--- config.mk ---
export PLATFORM = sky130hd
export DESIGN_NAME = stage_mem_bus
export DESIGN_NICKNAME = d
export VERILOG_FILES = /design/src/rtl/stage_mem_bus_pkg.sv /design/src/rtl/stage_mem_bus_align.sv /design/src/rtl/stage_mem_bus.sv
export SDC_FILE = /design/constraint.sdc
export NUM_CORES = 1
export LEC_CHECK = 0
export ABC_CLOCK_PERIOD_IN_PS = 2200
export BUFFER_PORTS_ARGS = -buffer_cell sky130_fd_sc_hd__buf_2
export CAP_MARGIN = 20
export CORE_ASPECT_RATIO = 2
export CORE_UTILIZATION = 30
export CTS_BUF_LIST = sky130_fd_sc_hd__clkbuf_8
export DETAILED_ROUTE_END_ITERATION = 8
export PLACE_DENSITY_LB_ADDON = 0.15
export SLEW_MARGIN = 10
export SYNTH_ARGS = -nofsm -noshare
export SYNTH_HDL_FRONTEND = slang
export SYNTH_HIERARCHICAL = 1
export SYNTH_SLANG_ARGS = --single-unit
--- constraint.sdc ---
create_clock -name clock -period 2.2 [get_ports clock]
set_input_delay 0.11 -clock clock [delete_from_list [all_inputs] [get_ports clock]]
set_output_delay 0.11 -clock clock [all_outputs]
set_load 0.02 [all_outputs]
--- src/rtl/stage_mem_bus_pkg.sv ---
// ---------------------------------------------------------------------------
// stage_mem_bus_pkg
//   Shared definitions for the memory-access pipeline stage:
//     - reset / write-enable constants used across the core
//     - OPERATOR_* codes for the eight load/store operators
//     - MEM_* FSM state encoding
//     - bus request bundle registered towards the data bus
//     - small operator classification helpers
// ---------------------------------------------------------------------------
package stage_mem_bus_pkg;

    localparam logic RESET_ENABLE  = 1'b1;
    localparam logic WRITE_ENABLE  = 1'b1;
    localparam logic WRITE_DISABLE = 1'b0;

    localparam logic [7:0] OPERATOR_LB  = 8'b1110_0000;
    localparam logic [7:0] OPERATOR_LH  = 8'b1110_0001;
    localparam logic [7:0] OPERATOR_LW  = 8'b1110_0011;
    localparam logic [7:0] OPERATOR_LBU = 8'b1110_0100;
    localparam logic [7:0] OPERATOR_LHU = 8'b1110_0101;
    localparam logic [7:0] OPERATOR_SB  = 8'b1110_1000;
    localparam logic [7:0] OPERATOR_SH  = 8'b1110_1001;
    localparam logic [7:0] OPERATOR_SW  = 8'b1110_1011;

    typedef enum logic [1:0] {
        MEM_IDLE = 2'd0,
        MEM_BUSY = 2'd1,
        MEM_DONE = 2'd2
    } mem_state_e;

    // Everything the stage presents on the bus for one access.
    typedef struct packed {
        logic        write_enable;
        logic [31:0] address;
        logic [3:0]  byte_select;
        logic [31:0] write_data;
    } bus_req_t;

    function automatic logic is_load_op(input logic [7:0] op);
        case (op)
            OPERATOR_LB, OPERATOR_LBU, OPERATOR_LH,
            OPERATOR_LHU, OPERATOR_LW: return 1'b1;
            default:                   return 1'b0;
        endcase
    endfunction

    function automatic logic is_store_op(input logic [7:0] op);
        case (op)
            OPERATOR_SB, OPERATOR_SH, OPERATOR_SW: return 1'b1;
            default:                               return 1'b0;
        endcase
    endfunction

    // Halves need an even address, words a zero byte offset.
    function automatic logic is_misaligned(input logic [7:0] op, input logic [1:0] addr_low);
        case (op)
            OPERATOR_LH, OPERATOR_LHU, OPERATOR_SH: return addr_low[0];
            OPERATOR_LW, OPERATOR_SW:               return addr_low != 2'b00;
            default:                                return 1'b0;
        endcase
    endfunction

endpackage

--- src/rtl/stage_mem_bus_align.sv ---
// ---------------------------------------------------------------------------
// mem_lane_align
//   Combinational big-endian lane steering for the memory stage.
//   Ports:
//     operator    in  8   load/store operator
//     addr_low    in  2   byte offset within the word
//     store_data  in  32  rt value to store
//     load_data   in  32  word captured from the bus
//     byte_select out 4   lane enables, bit3 = byte offset 0
//     write_data  out 32  store data replicated across lanes
//     load_result out 32  selected lane, sign/zero extended
//   Alignment is not checked here: halves use addr_low[1] only, words use
//   the whole word regardless of addr_low.
// ---------------------------------------------------------------------------
module mem_lane_align
    import stage_mem_bus_pkg::*;
(
    input  logic [7:0]  operator,
    input  logic [1:0]  addr_low,
    input  logic [31:0] store_data,
    input  logic [31:0] load_data,
    output logic [3:0]  byte_select,
    output logic [31:0] write_data,
    output logic [31:0] load_result
);

    logic [7:0]  load_byte;
    logic [15:0] load_half;

    // Offset 0 is the most significant byte of the bus word.
    always_comb begin
        load_byte = load_data[31:24];
        case (addr_low)
            2'd0:    load_byte = load_data[31:24];
            2'd1:    load_byte = load_data[23:16];
            2'd2:    load_byte = load_data[15:8];
            default: load_byte = load_data[7:0];
        endcase
        load_half = addr_low[1] ? load_data[15:0] : load_data[31:16];
    end

    always_comb begin
        byte_select = 4'b0000;
        write_data  = 32'h0000_0000;
        case (operator)
            OPERATOR_LB, OPERATOR_LBU, OPERATOR_SB: begin
                byte_select = 4'b1000 >> addr_low;
                write_data  = {4{store_data[7:0]}};
            end
            OPERATOR_LH, OPERATOR_LHU, OPERATOR_SH: begin
                byte_select = addr_low[1] ? 4'b0011 : 4'b1100;
                write_data  = {2{store_data[15:0]}};
            end
            OPERATOR_LW, OPERATOR_SW: begin
                byte_select = 4'b1111;
                write_data  = store_data;
            end
            default: ;
        endcase
    end

    always_comb begin
        load_result = 32'h0000_0000;
        case (operator)
            OPERATOR_LB:  load_result = {{24{load_byte[7]}}, load_byte};
            OPERATOR_LBU: load_result = {24'h00_0000, load_byte};
            OPERATOR_LH:  load_result = {{16{load_half[15]}}, load_half};
            OPERATOR_LHU: load_result = {16'h0000, load_half};
            OPERATOR_LW:  load_result = load_data;
            default:      ;
        endcase
    end

endmodule

--- src/rtl/stage_mem_bus.sv ---
// ---------------------------------------------------------------------------
// stage_mem_bus
//   Memory-access pipeline stage downstream of execute. Loads/stores run
//   over a req/ack bus under an IDLE/BUSY/DONE FSM and stall upstream until
//   the access completes; everything else passes through combinationally.
//   Ports:
//     clock, reset                    rising-edge clock, sync active-high reset
//     operator, memory_address,       access description from execute
//     store_data
//     register_*_i                    GPR and hi/lo results from execute
//     register_*_o                    GPR and hi/lo results to writeback
//                                     (hi/lo also feed execute forwarding)
//     stall_request                   holds all upstream stages
//     bus_*                           req/ack data bus
//     address_error                   misaligned access flag (option only)
//   Build option MEM_ALIGN_CHECK_EN: misaligned LH/LHU/SH/LW/SW accesses are
//   dropped (no bus access, no stall, no GPR write) and flagged on
//   address_error for that IDLE cycle.
// ---------------------------------------------------------------------------
module stage_mem_bus
    import stage_mem_bus_pkg::*;
#(
    parameter int ADDR_WIDTH = 32
) (
    input  logic                  clock,
    input  logic                  reset,
    input  logic [7:0]            operator,
    input  logic [ADDR_WIDTH-1:0] memory_address,
    input  logic [31:0]           store_data,
    input  logic                  register_write_enable_i,
    input  logic [4:0]            register_write_address_i,
    input  logic [31:0]           register_write_data_i,
    input  logic                  register_hi_write_enable_i,
    input  logic                  register_lo_write_enable_i,
    input  logic [31:0]           register_hi_write_data_i,
    input  logic [31:0]           register_lo_write_data_i,
    output logic                  register_write_enable_o,
    output logic [4:0]            register_write_address_o,
    output logic [31:0]           register_write_data_o,
    output logic                  register_hi_write_enable_o,
    output logic                  register_lo_write_enable_o,
    output logic [31:0]           register_hi_write_data_o,
    output logic [31:0]           register_lo_write_data_o,
    output logic                  stall_request,
`ifdef MEM_ALIGN_CHECK_EN
    output logic                  address_error,
`endif
    output logic                  bus_request,
    output logic                  bus_write_enable,
    output logic [ADDR_WIDTH-1:0] bus_address,
    output logic [3:0]            bus_byte_select,
    output logic [31:0]           bus_write_data,
    input  logic [31:0]           bus_read_data,
    input  logic                  bus_acknowledge
);

    mem_state_e  state_q, state_d;
    bus_req_t    bus_req_q, bus_req_d;
    logic        bus_request_q, bus_request_d;
    logic [31:0] load_data_q, load_data_d;

    logic [3:0]  lane_select;
    logic [31:0] lane_write_data;
    logic [31:0] lane_load_result;

    logic        op_load, op_store, op_mem, misaligned, access_start;

    mem_lane_align u_align (
        .operator    (operator),
        .addr_low    (memory_address[1:0]),
        .store_data  (store_data),
        .load_data   (load_data_q),
        .byte_select (lane_select),
        .write_data  (lane_write_data),
        .load_result (lane_load_result)
    );

    assign op_load  = is_load_op(operator);
    assign op_store = is_store_op(operator);
    assign op_mem   = op_load | op_store;
`ifdef MEM_ALIGN_CHECK_EN
    assign misaligned = op_mem & is_misaligned(operator, memory_address[1:0]);
`else
    assign misaligned = 1'b0;
`endif
    assign access_start = op_mem & ~misaligned;

    // Next-state and bus register update.
    always_comb begin
        state_d       = state_q;
        bus_req_d     = bus_req_q;
        bus_request_d = bus_request_q;
        load_data_d   = load_data_q;
        case (state_q)
            MEM_IDLE: begin
                if (access_start) begin
                    state_d                = MEM_BUSY;
                    bus_request_d          = 1'b1;
                    bus_req_d.write_enable = op_store;
                    bus_req_d.address      = {memory_address[31:2], 2'b00};
                    bus_req_d.byte_select  = lane_select;
                    bus_req_d.write_data   = lane_write_data;
                end
            end
            MEM_BUSY: begin
                if (bus_acknowledge) begin
                    state_d       = MEM_DONE;
                    bus_request_d = 1'b0;
                    load_data_d   = bus_read_data;
                end
            end
            MEM_DONE: state_d = MEM_IDLE;
            default:  state_d = MEM_IDLE;
        endcase
        // Reset abandons any access in flight; a late ack lands in IDLE.
        if (reset == RESET_ENABLE) begin
            state_d       = MEM_IDLE;
            bus_req_d     = '0;
            bus_request_d = 1'b0;
            load_data_d   = 32'h0000_0000;
        end
    end

    always_ff @(posedge clock) begin
        state_q       <= state_d;
        bus_req_q     <= bus_req_d;
        bus_request_q <= bus_request_d;
        load_data_q   <= load_data_d;
    end

    // Stage outputs. While a memory op is stalled (IDLE start cycle and
    // BUSY) the GPR write is held off so writeback sees a bubble; the
    // write happens once, in DONE, with the extracted load data.
    always_comb begin
        register_write_enable_o    = register_write_enable_i;
        register_write_address_o   = register_write_address_i;
        register_write_data_o      = register_write_data_i;
        register_hi_write_enable_o = register_hi_write_enable_i;
        register_lo_write_enable_o = register_lo_write_enable_i;
        register_hi_write_data_o   = register_hi_write_data_i;
        register_lo_write_data_o   = register_lo_write_data_i;
        stall_request              = 1'b0;
`ifdef MEM_ALIGN_CHECK_EN
        address_error              = 1'b0;
`endif
        case (state_q)
            MEM_IDLE: begin
                if (access_start) begin
                    stall_request           = 1'b1;
                    register_write_enable_o = WRITE_DISABLE;
                end else if (misaligned) begin
                    register_write_enable_o = WRITE_DISABLE;
`ifdef MEM_ALIGN_CHECK_EN
                    address_error           = 1'b1;
`endif
                end
            end
            MEM_BUSY: begin
                stall_request           = 1'b1;
                register_write_enable_o = WRITE_DISABLE;
            end
            MEM_DONE: begin
                if (op_load) begin
                    register_write_data_o = lane_load_result;
                end else begin
                    register_write_enable_o = WRITE_DISABLE;
                end
            end
            default: ;
        endcase
        if (reset == RESET_ENABLE) begin
            register_write_enable_o    = WRITE_DISABLE;
            register_write_address_o   = 5'd0;
            register_write_data_o      = 32'h0000_0000;
            register_hi_write_enable_o = WRITE_DISABLE;
            register_lo_write_enable_o = WRITE_DISABLE;
            register_hi_write_data_o   = 32'h0000_0000;
            register_lo_write_data_o   = 32'h0000_0000;
            stall_request              = 1'b0;
`ifdef MEM_ALIGN_CHECK_EN
            address_error              = 1'b0;
`endif
        end
    end

    // Registered bus outputs, forced low during reset so nothing stale
    // shows before the first reset edge.
    assign bus_request      = bus_request_q & ~reset;
    assign bus_write_enable = bus_req_q.write_enable & ~reset;
    assign bus_address      = reset ? '0 : bus_req_q.address;
    assign bus_byte_select  = reset ? 4'b0000 : bus_req_q.byte_select;
    assign bus_write_data   = reset ? 32'h0000_0000 : bus_req_q.write_data;

endmodule

==> results of run 1 <==
-- power breakdown --
part | leakage (nW) | internal [mW] | switching, mW
logic | 4.41 | 0.498 | 0.534
clock network | 0.101 | 0.451 | 0.782
registers | 0.836 | 1.87 | 0.0114
total | 5.35 | 2.82 | 1.33
-- final cells by class --
cell class                      count  area, um^2
Fill cell                        2352       12300
Multi-Input combinational cell    572        4330
Timing Repair Buffer              499        3110
Sequential cell                   102        2090
Tap cell                          280         350
Inverter                           85         319
Clock buffer                        9         124
Clock inverter                      7        73.8
Antenna cell                       11        27.5
-- routing by layer --
layer | vias to the layer above | wire (um) | GRT usage (%) | part of all wire [%]
met5 | - | 0 | 0 | 0
met4 | 0 | 3090 | 25.7 | 10
met3 | 88 | 1420 | 3.89 | 4.7
met2 | 335 | 16400 | 47.4 | 54
met1 | 3522 | 9400 | 21.1 | 31
li1 | 3718 | - | - | -
-- tightest hold or removal path, delay by kind of cell --
kind            cells  cell delay [ns]
compound gates      2             0.25
buf+inv             1             0.08
-- through the flow --
step,instances,utilization [%],power (mW),hold WS [ns]
2_1_floorplan,833,-,2.43,0.243
3_3_place_gp,1466,40.8,2.83,0.347
3_5_place_dp,1466,40.8,2.84,0.349
4_1_cts,1550,44.9,4.19,0.0312
5_1_grt,1563,45.8,4.33,0.0642
6_report,1565,45.8,4.14,0.0607
-- layout by cell type, fill, tap and decap left out, types with 3 or more instances in the layout --
| master | netlist | layout |
|---|---|---|
| sky130_fd_sc_hd__a2111oi_4 | 3 | 3 |
| sky130_fd_sc_hd__a211o_1 | 8 | 7 |
| sky130_fd_sc_hd__a21oi_1 | 36 | 36 |
| sky130_fd_sc_hd__a221o_1 | 17 | 17 |
| sky130_fd_sc_hd__a22o_1 | 16 | 16 |
| sky130_fd_sc_hd__a2bb2oi_1 | 56 | 56 |
| sky130_fd_sc_hd__a2bb2oi_2 | 10 | 10 |
| sky130_fd_sc_hd__and2_1 | 10 | 10 |
| sky130_fd_sc_hd__and3_1 | 12 | 11 |
| sky130_fd_sc_hd__and4_1 | 7 | 6 |
| sky130_fd_sc_hd__buf_12 | 0 | 8 |
| sky130_fd_sc_hd__buf_2 | 15 | 365 |
| sky130_fd_sc_hd__buf_4 | 4 | 61 |
| sky130_fd_sc_hd__clkbuf_8 | 0 | 9 |
| sky130_fd_sc_hd__dfxtp_1 | 102 | 85 |
| sky130_fd_sc_hd__dfxtp_2 | 0 | 7 |
| sky130_fd_sc_hd__dfxtp_4 | 0 | 10 |
| sky130_fd_sc_hd__diode_2 | 0 | 11 |
| sky130_fd_sc_hd__dlygate4sd3_1 | 0 | 63 |
| sky130_fd_sc_hd__inv_1 | 85 | 85 |
| sky130_fd_sc_hd__inv_6 | 0 | 3 |
| sky130_fd_sc_hd__mux2i_1 | 40 | 40 |
| sky130_fd_sc_hd__mux4_2 | 8 | 8 |
| sky130_fd_sc_hd__nand2_1 | 72 | 72 |
| sky130_fd_sc_hd__nand2b_1 | 134 | 134 |
| sky130_fd_sc_hd__nor2_1 | 8 | 8 |
| sky130_fd_sc_hd__nor2b_1 | 77 | 77 |
| sky130_fd_sc_hd__nor3_1 | 11 | 10 |
| sky130_fd_sc_hd__o21ai_0 | 4 | 4 |
| sky130_fd_sc_hd__o32ai_1 | 6 | 3 |
| sky130_fd_sc_hd__o32ai_2 | 10 | 9 |
| sky130_fd_sc_hd__o32ai_4 | 0 | 4 |
-- cells by family (layout without fill, tap and decap cells) --
group / after synthesis / count (layout)
simple gates: 346 / 346
mux: 50 / 50
compound gates: 173 / 174
other cells: 1 / 13
flops: 102 / 102
buf+inv: 160 / 600
-- state kept, by name, summed over array words and instances, names as in the netlist --
signal,count
bus_request_q,1
load_data_q,32
bus_req_q,67
state_q,2
-- path summary, 6_finish.rpt --
path | from | end | slack [ns] | cells past startpoint
setup / recovery | load_data_q[7]$_SDFFE_PP0P_ | register_write_data_o[13] | -0.02 | 6
hold / removal | store_data[17] | bus_req_q[17]$_SDFFE_PP0P_ | 0.06 | 3
setup reg to reg | state_q[1]$_SDFFE_PP0P_ | bus_req_q[27]$_SDFFE_PP0P_ | 0.51 | 4
hold reg to reg | bus_req_q[20]$_SDFFE_PP0P_ | bus_req_q[20]$_SDFFE_PP0P_ | 0.48 | 2
-- what timing repair did --
| item | 4_1_cts | 5_1_grt |
|---|---|---|
| setup buffers | 5 | 2 |
| resized for setup | 28 | 32 |
| hold buffers | 63 | 0 |
| hold endpoints to repair | 63 | 0 |
| endpoints found under the setup margin | 29 | 32 |
| cloned | 0 | 2 |
| pin swaps | 5 | 15 |
==> results.py, run 1 <==
metrics = {
    "run_status": {
        "run_status": "complete, but fails checks",
        "failed_checks": "setup timing",
    },
    "power": {
        "power-per-cell-area_nw_per_um2": 398,
        "irDropWorstVdd_mv": 0.363,
        "power.static_leakage_nw": 5.35,
    },
    "timing": {
        "finalSetupTns_ns": -0.0507,
        "worstMarginPinSlew_ns": 0.597,
        "final_critical_path_setup_slack_ns": -0.0226,
        "fin_worst_skew_ns": 0.0118,
        "maxSlewHeadroom_pct": 60.1,
        "period_needed_ns": 2.22,
        "final-hold-violation-count": 0,
        "maxSlewViolCount": 0,
        "post_route_fraction_of_the_period_consumed_by_the_critical_path_pct": 101,
        "clock.fmax_mhz": 450,
        "finalSetupViolCount": 5,
        "unrepaired_setup_endpoints_after_global_routing": "true",
    },
    "synth": {
        "synth_compound_area_share_pct": 22.7,
        "async_reset_ff_share_pct": 0,
        "synth_simple_gate_area_share_pct": 29.2,
        "synth_area_um2": 6950,
        "synth_seq_cells": 102,
        "synth_seq_area_share_pct": 29.4,
        "synth_top_family_by_area": "simple AND/OR/NAND/NOR gates",
        "yosys_most_used_dff": "sky130_fd_sc_hd__dfxtp_1",
        "synthAdderAreaFrac_pct": 0,
        "number_of_flops_mapped_to_enable_cells_by_yosys": 0,
        "post_synth.cell_area_avg_um2": 8.36,
        "synth_top_cell_area_share_pct": 29.4,
        "muxShareOfSynthArea_pct": 8.67,
        "yosysTopAreaCell": "sky130_fd_sc_hd__dfxtp_1",
        "syn-instance-count": 832,
        "synth-xor-area-share_pct": 0,
        "ys_types": 47,
        "synth_top_cells_by_count": "sky130_fd_sc_hd__nand2b_1 (134), sky130_fd_sc_hd__dfxtp_1 (102), sky130_fd_sc_hd__inv_1 (85), sky130_fd_sc_hd__nor2b_1 (77), sky130_fd_sc_hd__nand2_1 (72)",
        "post-synth-top-count-cell": "sky130_fd_sc_hd__nand2b_1",
        "yosys_warning_count": 6,
        "synthTopCellsByArea": "sky130_fd_sc_hd__dfxtp_1 (29%), sky130_fd_sc_hd__nand2b_1 (12%), sky130_fd_sc_hd__a2bb2oi_1 (7.1%)",
    },
    "routing": {
        "vias_per_cell": 4.90,
        "antenna_violating_nets_post_route": 0,
        "drt_drc_violations_left": 0,
        "drt_iter0_drc": 311,
        "first_pass_iters": 4,
        "postRouteWirelength_mm": 30.3,
        "vias": 7663,
        "wire_per_inst_um": 19.4,
    },
    "floorplan": {
        "num_io_pins": 386,
        "placementRows": 78,
        "chipWidth_um": 110,
        "die_area_um2": 23800,
        "core_box_area_um2": 22700,
        "start_util_pct": 30.6,
        "die_h_um": 217,
    },
    "grt": {
        "grt_use_total_pct": 25.4,
        "global_route.overflow_total": 0,
        "first_global_vias": 7617,
        "antenna_found_initial": 11,
        "grt_pass1_wl_mm": 43.4,
        "pin_count_of_the_biggest_net_entering_global_routing": 75,
    },
    "setup_path": {
        "path_max_fanout": 8,
        "crit_type": "flop to primary output",
        "startpoint_type": "flop",
        "crit_slowest_cell": "sky130_fd_sc_hd__mux4_2",
        "crit_path_cell_trace": "mux4_2 -> and4_4 -> a221o_1 -> nand2b_1 -> mux2i_1 -> buf_2",
        "timing.critical_path.to_type": "primary output",
        "cp_num_buf_inv": 1,
        "crit_path_max_incr_delay_ns": 0.49,
        "critical_path_data_required_time_ns": 2.09,
        "worstPathArrival_ns": 2.11,
        "crit_family": "multiplexers",
    },
    "finish": {
        "drive_gt1_share_pct": 40.6,
        "final_area_um2": 10400,
        "area_growth_pct": 49.9,
        "finish.net_count": 1480,
    },
    "clock_tree": {
        "cts_tree": "done",
        "clkSinkCount": 102,
        "clock_tree.root_cell": "sky130_fd_sc_hd__clkbuf_8",
        "cts_inserted_buffers": 9,
        "ctsHtreeMaxLevel": 3,
        "cts.reportedPaths.clkPinSlew_ns": 0.11,
        "insertion_delay_ns": 0.40,
        "cts.path.max_buffers": 2,
    },
    "placement": {
        "dp.final_hpwl_mm": 23.8,
        "placement.io_buffers": 383,
        "pre_cts_ws_ns": 0.202,
        "placedInstanceArea_um2": 9280,
        "replace_congestion": 0.966,
    },
    "worst_hold_path": {
        "min-delay-path-class": "primary input to flop",
    },
    "job": {
        "cap_violations": 0,
    },
}
(Power assumes the default switching activity.)
==> inputs of run 2 (changes only) <==
==> constraint.sdc (replaced) <==
create_clock -name clock -period 2.2 [get_ports clock]
set_input_delay 0.44 -clock clock [delete_from_list [all_inputs] [get_ports clock]]
set_output_delay 0.44 -clock clock [all_outputs]
set_load 0.02 [all_outputs]
==> results.py, run 2 (synthesis gave the netlist of run 1 again) <==
metrics = {
    "grt": {
        "global_route.overflow_total": 0,
        "grt_busiest_layer": "met2",
        "gr-usage-met1_pct": 21.9,
        "grt_use_total_pct": 23.3,
        "first_global_vias": 7453,
        "grt_pass1_wl_mm": 40.9,
        "antenna_found_initial": 3,
        "pin_count_of_the_biggest_net_entering_global_routing": 69,
        "grt_met2_use_pct": 46.2,
        "gr-usage-met3_pct": 3.41,
    },
    "clock_tree": {
        "clock_tree.root_cell": "sky130_fd_sc_hd__clkbuf_8",
        "insertion_delay_ns": 0.42,
        "cts_inserted_buffers": 9,
        "cts.reportedPaths.clkPinSlew_ns": 0.12,
        "ctsHtreeMaxLevel": 3,
        "clkSinkCount": 102,
        "cts.path.max_buffers": 2,
        "cts_tree": "done",
        "postCtsHoldBufs": 0,
    },
    "timing": {
        "maxSlewViolCount": 0,
        "period_needed_ns": 2.57,
        "finalSetupTns_ns": -9.55,
        "clock.fmax_mhz": 388,
        "final-hold-violation-count": 0,
        "final_critical_path_setup_slack_ns": -0.375,
        "unrepaired_setup_endpoints_after_global_routing": "true",
        "fin_worst_skew_ns": 0.0109,
        "finalSetupViolCount": 32,
        "post_route_fraction_of_the_period_consumed_by_the_critical_path_pct": 117,
    },
    "floorplan": {
        "die_h_um": 217,
        "start_util_pct": 30.6,
        "core_box_area_um2": 22700,
        "num_io_pins": 386,
        "die_area_um2": 23800,
        "chipWidth_um": 110,
        "placementRows": 78,
    },
    "power": {
        "power-per-cell-area_nw_per_um2": 387,
        "swShare_pct": 32.4,
        "power.static_leakage_nw": 5.54,
        "seqPwrFrac_pct": 44.6,
        "share_comb_of_total_power_pct": 25.6,
        "power.clock.fraction_pct": 29.8,
        "internal-power_mw": 2.85,
        "total_switching_power_mw": 1.37,
        "p_total_mw": 4.22,
        "irDropWorstVdd_mv": 0.272,
    },
    "setup_path": {
        "crit_path_cell_trace": "mux4_2 -> and4_4 -> a221o_1 -> nand2b_1 -> mux2i_4 -> buf_6",
        "crit_path_max_incr_delay_ns": 0.49,
        "startpoint_type": "flop",
        "crit_type": "flop to primary output",
        "worstPathArrival_ns": 2.13,
        "critical_path_data_required_time_ns": 1.76,
        "crit_slowest_cell": "sky130_fd_sc_hd__mux4_2",
        "path_max_fanout": 8,
        "timing.critical_path.to_type": "primary output",
    },
    "finish": {
        "largest_register_ffs": 67,
        "max_flop_register": "bus_req_q",
        "drive_gt1_share_pct": 48.5,
        "finished_core_util_pct": 47.9,
        "reg_top3": "bus_req_q x67, load_data_q x32, state_q x2",
        "layout_commonest_cell": "sky130_fd_sc_hd__buf_2",
        "finish.net_count": 1472,
        "area_growth_pct": 56.6,
        "final_area_um2": 10900,
        "layout.cells.most_common_list": "sky130_fd_sc_hd__buf_2 (346), sky130_fd_sc_hd__nand2b_1 (133), sky130_fd_sc_hd__buf_4 (96), sky130_fd_sc_hd__inv_1 (85), sky130_fd_sc_hd__dfxtp_1 (85)",
        "fillCellCount": 2313,
    },
    "routing": {
        "vias": 7503,
        "postRouteWirelength_mm": 28.0,
        "first_pass_iters": 4,
        "wire_per_inst_um": 18.1,
        "drt_iter0_drc": 317,
        "antenna_violating_nets_post_route": 0,
        "vias_per_cell": 4.84,
        "drt_drc_violations_left": 0,
    },
    "worst_hold_path": {
        "min-delay-path-class": "primary input to flop",
    },
    "placement": {
        "placedInstanceArea_um2": 10200,
        "dp.final_hpwl_mm": 22.2,
        "placement.io_buffers": 383,
        "replace_congestion": 0.895,
    },
    "run_status": {
        "run_status": "complete, but fails checks",
        "failed_checks": "setup timing",
    },
    "job": {
        "cap_violations": 0,
    },
}
-- run 2: changes by cell type in the layout (fill, tap and decap cells not counted), sizes merged --
cell / before / now
dlygate4sd3: 63 / 0
buf: 435 / 490
diode: 11 / 3
clkbuf: 10 / 11
a211o: 9 / 8
-- run 2: power groups by stage --
stage	Sequential, mW	Combinational, mW	Clock [mW]
2_1_floorplan	1.93	0.540	0
4_1_cts	1.88	1.08	1.31
5_1_grt	1.89	1.15	1.38
3_5_place_dp	1.93	1.01	0
6_report	1.88	1.08	1.26
3_3_place_gp	1.93	1.00	0
-- run 2: metal layers --
metal,part of all wire (%),vias up
li1,-,3686
met1,34,3483
met2,57,289
met3,4.6,45
met4,4.4,0
met5,0,-
-- run 2: worst paths after layout --
check                                     from                    endpoint  slack, ns  cells after the start
setup / recovery  load_data_q[15]$_SDFFE_PP0P_    register_write_data_o[8]      -0.37                      6
hold / removal              memory_address[15]  bus_req_q[51]$_SDFFE_PP0P_       0.24                      2
hold reg to reg     bus_req_q[43]$_SDFFE_PP0P_  bus_req_q[43]$_SDFFE_PP0P_       0.48                      2
setup reg to reg       state_q[1]$_SDFFE_PP0P_  bus_req_q[26]$_SDFFE_PP0P_       0.51                      4
-- run 2: cell type report --
type                       count  area [um^2]  share of cell area (%)
inverter                      85          319                    2.93
antenna                        3         7.51                  0.0689
multi-input combinational    571         4740                    43.5
clock buffer                   9          124                    1.14
timing repair buffer         492         3210                    29.5
tap                          280          350                    3.22
clock inverter                 7         71.3                   0.655
sequential                   102         2070                    19.0
-- run 2: metrics by stage --
step           hold slack [ns]  cells  setup WS (ns)
2_1_floorplan            0.446    833        -0.0203
3_3_place_gp             0.465   1518         -0.466
3_5_place_dp             0.470   1518         -0.497
4_1_cts                  0.213   1543         -0.412
5_1_grt                  0.221   1549         -0.452
6_report                 0.241   1549         -0.375
-- run 2: critical path, delay by kind of cell (launching register included) --
family / cells / cell delay [ns]
flip-flops: 1 / 0.36
multiplexers: 2 / 0.57
AO/OA/AOI/OAI: 1 / 0.28
buffers and inverters: 1 / 0.13
AND/OR/NAND/NOR: 2 / 0.37
-- run 2: timing repair --
| item | CTS | global route |
|---|---|---|
| buffers inserted | 7 | 3 |
| gates resized for setup | 100 | 18 |
| cloned | 2 | 0 |
| pin swaps | 22 | 17 |
| setup endpoints to repair | 34 | 34 |
==> inputs of run 3 (changes only) <==
--- a/config.mk
+++ b/config.mk
@@ -13,8 +13,10 @@
 export CTS_BUF_LIST = sky130_fd_sc_hd__clkbuf_8
 export DETAILED_ROUTE_END_ITERATION = 8
 export PLACE_DENSITY_LB_ADDON = 0.15
+export RECOVER_POWER = 25
 export SLEW_MARGIN = 10
 export SYNTH_ARGS = -nofsm -noshare
 export SYNTH_HDL_FRONTEND = slang
 export SYNTH_HIERARCHICAL = 1
 export SYNTH_SLANG_ARGS = --single-unit
+export TNS_END_PERCENT = 10
==> results.py, run 3 (synthesis gave the netlist of run 1 again) <==
metrics = {
    "timing": {
        "maxSlewViolCount": 0,
        "finalSetupTns_ns": -16.25,
        "post_route_fraction_of_the_period_consumed_by_the_critical_path_pct": 117,
        "final-hold-violation-count": 0,
        "finalSetupViolCount": 143,
        "maxSlewHeadroom_pct": 33.4,
        "worstMarginPinSlew_ns": 0.999,
        "unrepaired_setup_endpoints_after_global_routing": "true",
        "fin_worst_skew_ns": 0.00768,
        "final_critical_path_setup_slack_ns": -0.373,
        "holdWs_ns": 0.262,
        "period_needed_ns": 2.57,
        "clock.fmax_mhz": 389,
    },
    "clock_tree": {
        "clkSinkCount": 102,
        "cts.path.max_buffers": 2,
        "clock_tree.root_cell": "sky130_fd_sc_hd__clkbuf_8",
        "cts_tree": "done",
        "cts.reportedPaths.clkPinSlew_ns": 0.11,
        "cts_inserted_buffers": 9,
        "ctsHtreeMaxLevel": 3,
        "insertion_delay_ns": 0.39,
    },
    "grt": {
        "grt_use_total_pct": 23.0,
        "global_route.overflow_total": 0,
        "pin_count_of_the_biggest_net_entering_global_routing": 69,
        "grt_pass1_wl_mm": 40.4,
        "first_global_vias": 7396,
        "antenna_found_initial": 3,
    },
    "job": {
        "cap_violations": 0,
    },
    "setup_path": {
        "startpoint_type": "flop",
        "crit_path_max_incr_delay_ns": 0.46,
        "path_max_fanout": 8,
        "crit_path_cell_trace": "mux4_2 -> and4_4 -> a221o_1 -> nand2b_1 -> mux2i_4 -> buf_6",
        "worstPathArrival_ns": 2.13,
        "timing.critical_path.to_type": "primary output",
        "critical_path_data_required_time_ns": 1.76,
        "crit_type": "flop to primary output",
        "crit_slowest_cell": "sky130_fd_sc_hd__mux4_2",
    },
    "finish": {
        "largest_register_ffs": 67,
        "drive_gt1_share_pct": 47.6,
        "multi_input_comb_area_um2": 4640,
        "layout.cells.most_common_list": "sky130_fd_sc_hd__buf_2 (338), sky130_fd_sc_hd__nand2b_1 (133), sky130_fd_sc_hd__buf_4 (87), sky130_fd_sc_hd__inv_1 (85), sky130_fd_sc_hd__dfxtp_1 (84)",
        "area_growth_pct": 52.2,
        "fillCellCount": 2418,
        "reg_top3": "bus_req_q x67, load_data_q x32, state_q x2",
        "sequential_cell_area_um2": 2070,
        "layout_commonest_cell": "sky130_fd_sc_hd__buf_2",
        "max_flop_register": "bus_req_q",
        "finish.net_count": 1459,
        "finalNonFillerCells": 1537,
    },
    "run_status": {
        "failed_checks": "setup timing",
        "run_status": "complete, but fails checks",
    },
    "floorplan": {
        "die_area_um2": 23800,
        "die_h_um": 217,
        "num_io_pins": 386,
        "placementRows": 78,
        "core_box_area_um2": 22700,
        "chipWidth_um": 110,
        "start_util_pct": 30.6,
    },
    "routing": {
        "vias_per_cell": 4.87,
        "first_pass_iters": 4,
        "vias": 7492,
        "postRouteWirelength_mm": 27.5,
        "wire_per_inst_um": 17.9,
        "antenna_violating_nets_post_route": 0,
        "drt_drc_violations_left": 0,
        "drt_iter0_drc": 391,
    },
    "placement": {
        "number_of_cells_after_detailed_placement": 1515,
        "replace_congestion": 0.907,
        "pre_cts_ws_ns": -0.475,
        "dp.final_hpwl_mm": 21.9,
        "placement.io_buffers": 383,
    },
    "power": {
        "power.static_leakage_nw": 5.42,
        "power-per-cell-area_nw_per_um2": 411,
        "p_total_mw": 4.35,
        "irDropWorstVdd_mv": 0.290,
    },
    "worst_hold_path": {
        "min-delay-path-class": "primary input to flop",
    },
}
[run 3: cell count changes in the layout (fill, tap and decap cells not counted), sizes merged]
cell,previous run,this run
diode,3,4
clkbuf,11,26
inv,90,88
bufinv,0,2
buf,490,462
[run 3: repair_timing]
item                       4_1_cts  5_1_grt
setup endpoints to repair       32       33
setup buffers                    1        1
pin swaps                       20        6
hold buffers                     0        0
cloned                           0        0
gates resized for setup         76       14
[run 3: power breakdown]
| part | total, mW | internal, mW | leakage, nW | switching (mW) |
|---|---|---|---|---|
| sequential | 1.89 | 1.88 | 0.834 | 0.00992 |
| combinational | 1.03 | 0.494 | 4.46 | 0.532 |
| clock | 1.44 | 0.669 | 0.119 | 0.773 |
[run 3: path summary, 6_finish.rpt]
kind | to | depth (start not counted) | startpoint | slack [ns]
max | register_write_data_o[15] | 6 | load_data_q[23]$_SDFFE_PP0P_ | -0.37
min | load_data_q[16]$_SDFFE_PP0P_ | 3 | bus_read_data[16] | 0.26
max reg2reg | load_data_q[17]$_SDFFE_PP0P_ | 6 | state_q[0]$_SDFFE_PP0P_ | 0.45
min reg2reg | bus_req_q[41]$_SDFFE_PP0P_ | 2 | bus_req_q[41]$_SDFFE_PP0P_ | 0.48
[run 3: final cells by class]
class,instances,area share (%)
Sequential cell,102,19.5
Timing Repair Buffer,479,28.0
Clock inverter,7,1.08
Multi-Input combinational cell,571,43.8
Inverter,85,3.01
Tap cell,280,3.31
Antenna cell,4,0.0946
Clock buffer,9,1.17
[run 3: per-stage QoR]
step	area, um^2	util [%]
after floorplan	7310	-
after global placement	10100	44.2
after detailed placement	10100	44.2
after CTS	10500	46.3
after global routing	10600	46.5
final	10600	46.5
[run 3: critical path: cells and delay by family (launching register included)]
| family | cells | cell delay, ns |
|---|---|---|
| AO/OA/AOI/OAI | 1 | 0.27 |
| multiplexers | 2 | 0.55 |
| AND/OR/NAND/NOR | 2 | 0.39 |
| flip-flops | 1 | 0.39 |
| buffers and inverters | 1 | 0.13 |
[run 3: metal layers]
| metal | vias to the layer above | track usage (%) | part of all wire, % |
|---|---|---|---|
| li1 | 3667 | - | - |
| met1 | 3500 | 20.4 | 32 |
| met2 | 279 | 46.7 | 59 |
| met3 | 46 | 3.23 | 4.4 |
| met4 | 0 | 12.8 | 4.7 |
| met5 | - | 0 | 0 |
